--- config.mk ---
export PLATFORM = sky130hd
export DESIGN_NAME = fabric_mem_store_port
export DESIGN_NICKNAME = d
export VERILOG_FILES = /design/src/rtl/fabric_mem_store_port.sv
export SDC_FILE = /design/constraint.sdc
export NUM_CORES = 2
export LEC_CHECK = 0
export ABC_AREA = 1
export CORE_UTILIZATION = 36
export DETAILED_ROUTE_END_ITERATION = 6
export MAX_ROUTING_LAYER = met4
export PLACE_DENSITY = 0.48
export REMOVE_ABC_BUFFERS = 1
export SYNTH_ARGS = -nofsm -noshare
export SYNTH_HDL_FRONTEND = slang
export SYNTH_SLANG_ARGS = --single-unit
--- constraint.sdc ---
create_clock -name clk -period 4.5 [get_ports clk]
set_input_delay 1.125 -clock clk [delete_from_list [all_inputs] [get_ports clk]]
set_output_delay 1.125 -clock clk [all_outputs]
set_load 0.02 [all_outputs]
--- src/rtl/fabric_mem_store_port.sv ---
// Store-side memory responder: queues store addresses and data independently,
// pairs the queue heads, writes the word into a local array and returns a done token.

module fabric_mem_store_port_queue #(
    parameter int WIDTH = 32,
    parameter int DEPTH = 4
) (
    input  logic             clk,
    input  logic             rst,
    input  logic             i_valid,
    input  logic [WIDTH-1:0] i_data,
    input  logic             i_pop,
    output logic             o_ready,
    output logic             o_nonempty,
    output logic [WIDTH-1:0] o_head
);
    localparam int PW = (DEPTH > 1) ? $clog2(DEPTH) : 1;
    localparam int CW = $clog2(DEPTH + 1);

    logic [WIDTH-1:0] r_slots [DEPTH];
    logic [PW-1:0]    r_wptr;
    logic [PW-1:0]    r_rptr;
    logic [CW-1:0]    r_count;
    logic [PW-1:0]    w_wptr_nxt;
    logic [PW-1:0]    w_rptr_nxt;
    logic             w_push;

    // Ready comes from the registered count only, so a full queue never accepts
    // in the same cycle that its head pops.
    assign o_ready    = (r_count < CW'(DEPTH));
    assign o_nonempty = (r_count != '0);
    assign o_head     = r_slots[r_rptr];
    assign w_push     = i_valid && o_ready;

    // Next pointer values, wrapping at DEPTH
    always_comb begin
        w_wptr_nxt = (r_wptr == PW'(DEPTH - 1)) ? '0 : r_wptr + PW'(1);
        w_rptr_nxt = (r_rptr == PW'(DEPTH - 1)) ? '0 : r_rptr + PW'(1);
    end

    // Pointer and occupancy state
    always_ff @(posedge clk) begin
        if (rst) begin
            r_wptr  <= '0;
            r_rptr  <= '0;
            r_count <= '0;
        end else begin
            if (w_push) begin
                r_wptr <= w_wptr_nxt;
            end
            if (i_pop) begin
                r_rptr <= w_rptr_nxt;
            end
            case ({w_push, i_pop})
                2'b10:   r_count <= r_count + CW'(1);
                2'b01:   r_count <= r_count - CW'(1);
                default: r_count <= r_count;
            endcase
        end
    end

    // Entry storage; contents need no reset since the count gates visibility
    always_ff @(posedge clk) begin
        if (w_push) begin
            r_slots[r_wptr] <= i_data;
        end
    end
endmodule

module fabric_mem_store_port #(
    parameter int DATA_WIDTH  = 32,
    parameter int TAG_WIDTH   = 0,
    parameter int MEM_DEPTH   = 64,
    parameter int QUEUE_DEPTH = 4,
    localparam int TW1 = (TAG_WIDTH > 0) ? TAG_WIDTH : 1,
    localparam int AW  = $clog2(MEM_DEPTH),
    localparam int QW  = DATA_WIDTH + TAG_WIDTH
) (
    input  logic                  clk,
    input  logic                  rst,
    input  logic                  addr_valid,
    output logic                  addr_ready,
    input  logic [QW-1:0]         addr_data,
    input  logic                  wdata_valid,
    output logic                  wdata_ready,
    input  logic [QW-1:0]         wdata_data,
    output logic                  done_valid,
    input  logic                  done_ready,
    output logic [TW1-1:0]        done_data,
    input  logic                  rd_en,
    input  logic [AW-1:0]         rd_addr,
    output logic [DATA_WIDTH-1:0] rd_data,
    output logic [1:0]            err_code
);
    localparam logic [DATA_WIDTH:0] MEM_LIMIT = (DATA_WIDTH + 1)'(MEM_DEPTH);
    localparam logic [AW:0]         RD_LIMIT  = (AW + 1)'(MEM_DEPTH);

    logic [DATA_WIDTH-1:0] r_mem [MEM_DEPTH];
    logic                  r_done_valid;
    logic [TW1-1:0]        r_done_data;
    logic [DATA_WIDTH-1:0] r_rd_data;
    logic [1:0]            r_err;

    logic                  w_addr_ne;
    logic                  w_data_ne;
    logic [QW-1:0]         w_addr_head;
    logic [QW-1:0]         w_data_head;
    logic [DATA_WIDTH-1:0] w_addr_val;
    logic [DATA_WIDTH-1:0] w_data_val;
    logic [TW1-1:0]        w_addr_tag;
    logic [TW1-1:0]        w_data_tag;
    logic                  w_tag_match;
    logic                  w_both;
    logic                  w_slot_free;
    logic                  w_commit;
    logic                  w_mismatch;
    logic                  w_in_range;
    logic [AW-1:0]         w_mem_idx;
    logic [DATA_WIDTH-1:0] w_rd_word;

    fabric_mem_store_port_queue #(.WIDTH(QW), .DEPTH(QUEUE_DEPTH)) u_addr_q (
        .clk        (clk),
        .rst        (rst),
        .i_valid    (addr_valid),
        .i_data     (addr_data),
        .i_pop      (w_commit),
        .o_ready    (addr_ready),
        .o_nonempty (w_addr_ne),
        .o_head     (w_addr_head)
    );

    fabric_mem_store_port_queue #(.WIDTH(QW), .DEPTH(QUEUE_DEPTH)) u_data_q (
        .clk        (clk),
        .rst        (rst),
        .i_valid    (wdata_valid),
        .i_data     (wdata_data),
        .i_pop      (w_commit),
        .o_ready    (wdata_ready),
        .o_nonempty (w_data_ne),
        .o_head     (w_data_head)
    );

    assign w_addr_val = w_addr_head[DATA_WIDTH-1:0];
    assign w_data_val = w_data_head[DATA_WIDTH-1:0];

    // Untagged builds compare two constant zeros, so the match is always true
    generate
        if (TAG_WIDTH > 0) begin : g_tag
            assign w_addr_tag = w_addr_head[QW-1:DATA_WIDTH];
            assign w_data_tag = w_data_head[QW-1:DATA_WIDTH];
        end else begin : g_notag
            assign w_addr_tag = '0;
            assign w_data_tag = '0;
        end
    endgenerate

    // A tag mismatch latches err_code[1], which also blocks every later commit
    always_comb begin
        w_both      = w_addr_ne && w_data_ne;
        w_tag_match = (w_addr_tag == w_data_tag);
        w_slot_free = !r_done_valid || done_ready;
        w_commit    = w_both && w_tag_match && w_slot_free && !r_err[1];
        w_mismatch  = w_both && !w_tag_match;
        w_in_range  = ({1'b0, w_addr_val} < MEM_LIMIT);
        w_mem_idx   = w_addr_val[AW-1:0];
        w_rd_word   = ({1'b0, rd_addr} < RD_LIMIT) ? r_mem[rd_addr] : '0;
    end

    // Array write; contents survive reset
    always_ff @(posedge clk) begin
        if (w_commit && w_in_range) begin
            r_mem[w_mem_idx] <= w_data_val;
        end
    end

    // Registered read port; same-edge commit is seen only by the next read
    always_ff @(posedge clk) begin
        if (rst) begin
            r_rd_data <= '0;
        end else if (rd_en) begin
            r_rd_data <= w_rd_word;
        end
    end

    // Done token register and sticky error flags
    always_ff @(posedge clk) begin
        if (rst) begin
            r_done_valid <= 1'b0;
            r_done_data  <= '0;
            r_err        <= 2'b00;
        end else begin
            if (w_commit) begin
                r_done_valid <= 1'b1;
                r_done_data  <= w_addr_tag;
            end else if (done_ready) begin
                r_done_valid <= 1'b0;
            end
            if (w_commit && !w_in_range) begin
                r_err[0] <= 1'b1;
            end
            if (w_mismatch) begin
                r_err[1] <= 1'b1;
            end
        end
    end

    assign done_valid = r_done_valid;
    assign done_data  = r_done_data;
    assign rd_data    = r_rd_data;
    assign err_code   = r_err;
endmodule

### Yosys cells after proc, flatten, opt, wreduce, memory -nomap -nowiden

Memory sizes are Yosys's and may differ from the RTL's. A register that Yosys moved wholly into a read port is not among the register bits.
Cells that the tools add are included.

| storage, ports and cells | value |
|---|---|
| bits in registers | 16 |
| bits in writable memories | 2,304 |
| output and inout port bits | 38 |
| memories kept | 3 |

Memory list:

| memory | depth | width | read ports | clocked after memory_dff | write ports | line | text |
|---|---|---|---|---|---|---|---|
| r_mem | 64 | 32 | 1 | 1 | 1 | 98 | `logic [DATA_WIDTH-1:0] r_mem [MEM_DEPTH];` |
| u_addr_q.r_slots | 4 | 32 | 1 | 1 | 1 | 20 | `logic [WIDTH-1:0] r_slots [DEPTH];` |
| u_data_q.r_slots | 4 | 32 | 1 | 1 | 1 | 20 |  |

| operators by class | value |
|---|---|
| $add $sub $neg | 8 |
| magnitude comparators | 3 |
| equal/unequal tests | 8 |
| mux-type cells | 18 |
| reduce and logical (&&, ||, !) cells | 14 |

Operator list:

| kind | count |
|---|---|
| 32-bit by 7-bit less-than comparator with 1-bit output, second input constant | 1 |
| 2-bit two-way mux | 8 |
| 2-bit equality test, second input constant | 6 |
| 3-bit one-hot mux with 2 select lines | 2 |
| 2-bit by 1-bit adder with 2-bit output, second input constant | 4 |
| 1-bit two-way mux | 8 |
| 3-bit by 1-bit adder with 3-bit output, second input constant | 2 |
| 1-bit logical AND | 6 |
| 3-bit less-than comparator, second input constant | 2 |
| 2-bit nonzero test | 3 |
| 3-bit nonzero test | 2 |
| 3-bit by 1-bit subtractor with 3-bit output, second input constant | 2 |
| 2-bit by 1-bit equality test with 1-bit output, second input constant | 2 |
| 1-bit logical NOT | 2 |
| 1-bit logical OR | 1 |

### Longest topological paths before layout

| logic depth | value |
|---|---|
| depth after elaboration | 6 |
| depth in mapped cells | 15 |
| depth with buffers taken out | 11 |

### Cells and area by module

From an unflattened synthesis, not the netlist that was laid out.

| second synthesis, totals | value |
|---|---|
| cell total of the unflattened synthesis | 7,655 |
| area, all modules | 94,012.7 µm² |

Modules (own cells, without submodules):

| module | instances | cells an instance | area each (µm²) |
|---|---|---|---|
| fabric_mem_store_port | 1 | 6,919 | 83,540.1 |
| fabric_mem_store_port_queue | 2 | 368 | 5,236.3 |

### Worst setup path before layout

No wires, ideal clock.

| timing | value |
|---|---|
| path kind | input port to flip-flop |
| from | in done_ready |
| to | mem r_mem[15][0] (enable) |
| setup time | 0.421 ns |
| arrival | 3.405 ns |
| path slack | 0.674 ns |
| stages | 7 |
| path buffers | 1 |
| path through | inv_1 -> nand2_1 -> nand3_1 -> inv_1 -> buf_2 -> nand4_2 -> nor2_1 |

| between the ends | value |
|---|---|
| cells in the longest elaborated chain, start to end | 5 |

Ends and longest elaborated chain:

| element | line | text |
|---|---|---|
| start, declared | 88 | `input logic done_ready,` |
| 1-bit logical OR | 161 | `w_slot_free = !r_done_valid \|\| done_ready;` |
| 1-bit logical AND | 162 | `w_commit = w_both && w_tag_match && w_slot_free && !r_err[1];` |
| named net u_addr_q.i_pop | 12 | `input logic i_pop,` |
| 1-bit logical AND | 171 | `if (w_commit && w_in_range) begin` |
| 1-bit two-way mux | 171 |  |
| 1-bit two-way mux (implied by the code) | 172 | `r_mem[w_mem_idx] <= w_data_val;` |
| end, declared | 98 |  |

The timed path passes the listed nets, and every way through them passes these cells.

==> impl_metrics.ini <==
[setup_path]
critPathKind = register to register
required_ns = 5.07
path_max_fanout = 21
critPathCaptureType = register
cp-start-kind = register
r2r.worst_path.cells = 8
worstPathArrival_ns = 4.11

[clock_network]
cts-root-buf = clkbuf_16
post-cts-setup-buffers = 0
cts_sinks = 2356
cts_max_level = 5
cts_tree = yes
ctsResizeCount = 0
cts_made_buffers = 275
cts.clk_slew.worst_paths_ns = 0.06
cts_hold_buf = 0
clock_latency_ns = 0.92
clockBufferDepth = 4

[final_layout]
final_cell_area_um2 = 109000
seqCellArea_um2 = 70200
fill_cells = 23800
nets = 7833
syn2layout_area_growth_pct = 16.3
multi_input_area_um2 = 21500
drive_above_1_share_pct = 8.99

[synth]
synth_top_area_share_pct = 74.1
yosys_warnings = 0
synthTopCellsByCount = edfxtp_1 (2,304), nand2_1 (2,275), nand3_1 (1,959)
synth_edf_count = 2304
synthesis.area_um2 = 93400
ys_seq_area_share_pct = 75.2
synth.most_common_cell = edfxtp_1
synth_seq_cells = 2356
synth_area_leaders = edfxtp_1 (74%), nand3_1 (10%), nand2_1 (9.1%), buf_2 (1.5%), dfxtp_1 (1.1%)
synthArstFlopShare_pct = 0
avgSynthCellArea_um2 = 12.3
synthCells = 7587
synthFlopType = edfxtp_1
synth_area_leader_cell = edfxtp_1
ys_types = 36

[sta]
max_freq_mhz = 282
slew-limit-headroom_pct = 17.5
setup_viol = 0
finalClockSkew_ns = 0.0395
finalCriticalPeriod_ns = 3.54
period_share_pct = 78.7
rsz0062_at_grt = false
worst_slew_pin_slew_ns = 1.24
drv_slew = 0
final_hold_viol_count = 0
fin_ws_ns = 0.959

[drt]
drt_first_iter_violations = 5616
avgViaCountPerCell = 5.25
dr.pass1.iters = 6
routed_wl_um = 281000
ant_nets = 0
vias = 59400
drc_errors = 0
avgRoutedWirePerCell_um = 24.8

[power]
p_leak_nw = 37.5
ir_drop_mv = 0.412
powerDensity_nw_per_um2 = 538

[floorplan]
row_count = 186
core_area_um2 = 257000
pin_count = 114
start_util_pct = 36.3
die_area_um2 = 261000
die_y_um = 511
fp.dieW_um = 511

[placement]
placed_area_um2 = 101000
io_buffers = 111
gp_routability_congestion = 0.799
place_worst_setup_slack_ns = 0.709
hpwl_um = 150000

[grt]
track_usage_pct = 21.8
grt_pass1_wl_um = 407000
grt_max_degree = 169
first_global_vias = 57200
antenna_found_initial = 5
grt_overflow = 0

[run]
cap_violations = 0

[outcome]
status = finished clean

[hold_path]
hold_path_depth = 2
hp-class = register to register
==> per-layer routing <==
layer	global-route usage, %	part of all wire (%)
met2	33.4	46
met3	2.75	5.8
met1	30.3	45
met4	6.92	3.1
met5	-	0
==> power breakdown <==
group	switching [mW]	internal, mW	total [mW]
sequential	0.166	28.2	28.4
combinational	7.82	1.59	9.41
clock	8.50	12.1	20.6
==> worst paths after layout <==
kind,slack (ns),startpoint,end
setup reg to reg,0.96,register,r_mem[45][12]
hold / removal,0.46,u_data_q.r_count[0],u_data_q.r_count[0]
hold reg to reg,0.46,u_data_q.r_count[0],u_data_q.r_count[0]
setup / recovery,0.96,register,r_mem[45][12]
==> cell type report <==
cell class	count	share of cell area [%]
clock inverters	104	0.703
clock buffers	352	6.75
multi-input cells	4671	19.8
flip-flops and latches	2356	64.7
diodes	4	0.00921
inverters	77	0.301
repair buffers	362	3.92
well taps	3384	3.90
==> critical path, stage by stage (launching register included) <==
cell and delay (ns):
dfxtp_1 0.31, inv_2 0.34, nand2_1 0.09, a32oi_1 0.65
inv_1 0.17, nor2_1 0.39, nand2_1 0.57, nor2_4 0.29
buf_4 0.34
==> flip-flops by register name (all words and copies together), names as in the netlist, named ones only <==
register / cells
r_mem: 2048
u_addr_q.r_count: 3
u_data_q.r_slots: 128
u_addr_q.r_slots: 128
u_data_q.r_rptr: 2
u_addr_q.r_wptr: 2
rd_data: 32
err_code: 1
u_addr_q.r_rptr: 2
u_data_q.r_wptr: 2
done_valid: 1
u_data_q.r_count: 3
==> cells by family after synthesis <==
logic type               count (synthesis)  share of synthesized area, %
flip-flops                            2356                          75.2
adder cells (fa/ha/maj)                 14                         0.204
AO/OA/AOI/OAI                          139                         0.845
buffers and inverters                  561                          2.85
other                                    1                       0.00402
AND/OR/NAND/NOR                       4516                          20.9
==> placed cells by master, fill, tap and decap left out, drive strengths merged, types with 11 or more instances in the layout <==
master / n
buf: 259
clkbuf: 352
o22ai: 32
nand4: 11
nand2: 2276
edfxtp: 2304
nand3: 1959
nor2: 260
clkinv: 90
o21ai: 72
a21oi: 20
clkdlybuf4s50: 103
inv: 78
bufinv: 12
ha: 12
dfxtp: 52
==> metrics by stage <==
step | hold WS (ns) | power [mW] | cells | TNS, ns | utilization (%)
final | 0.457 | 58.4 | 11300 | 0 | 42.2
after global routing | 0.493 | 60.3 | 11300 | 0 | 42.2
after CTS | 0.457 | 58.9 | 11300 | 0 | 42.2
after detailed placement | 0.449 | 38.3 | 10900 | 0 | 39.1
after global placement | 0.444 | 38.1 | 10900 | 0 | 39.1
after floorplan | 0.430 | 32.9 | 7104 | -70.99 | -
Power figures use the tool's default switching activity.
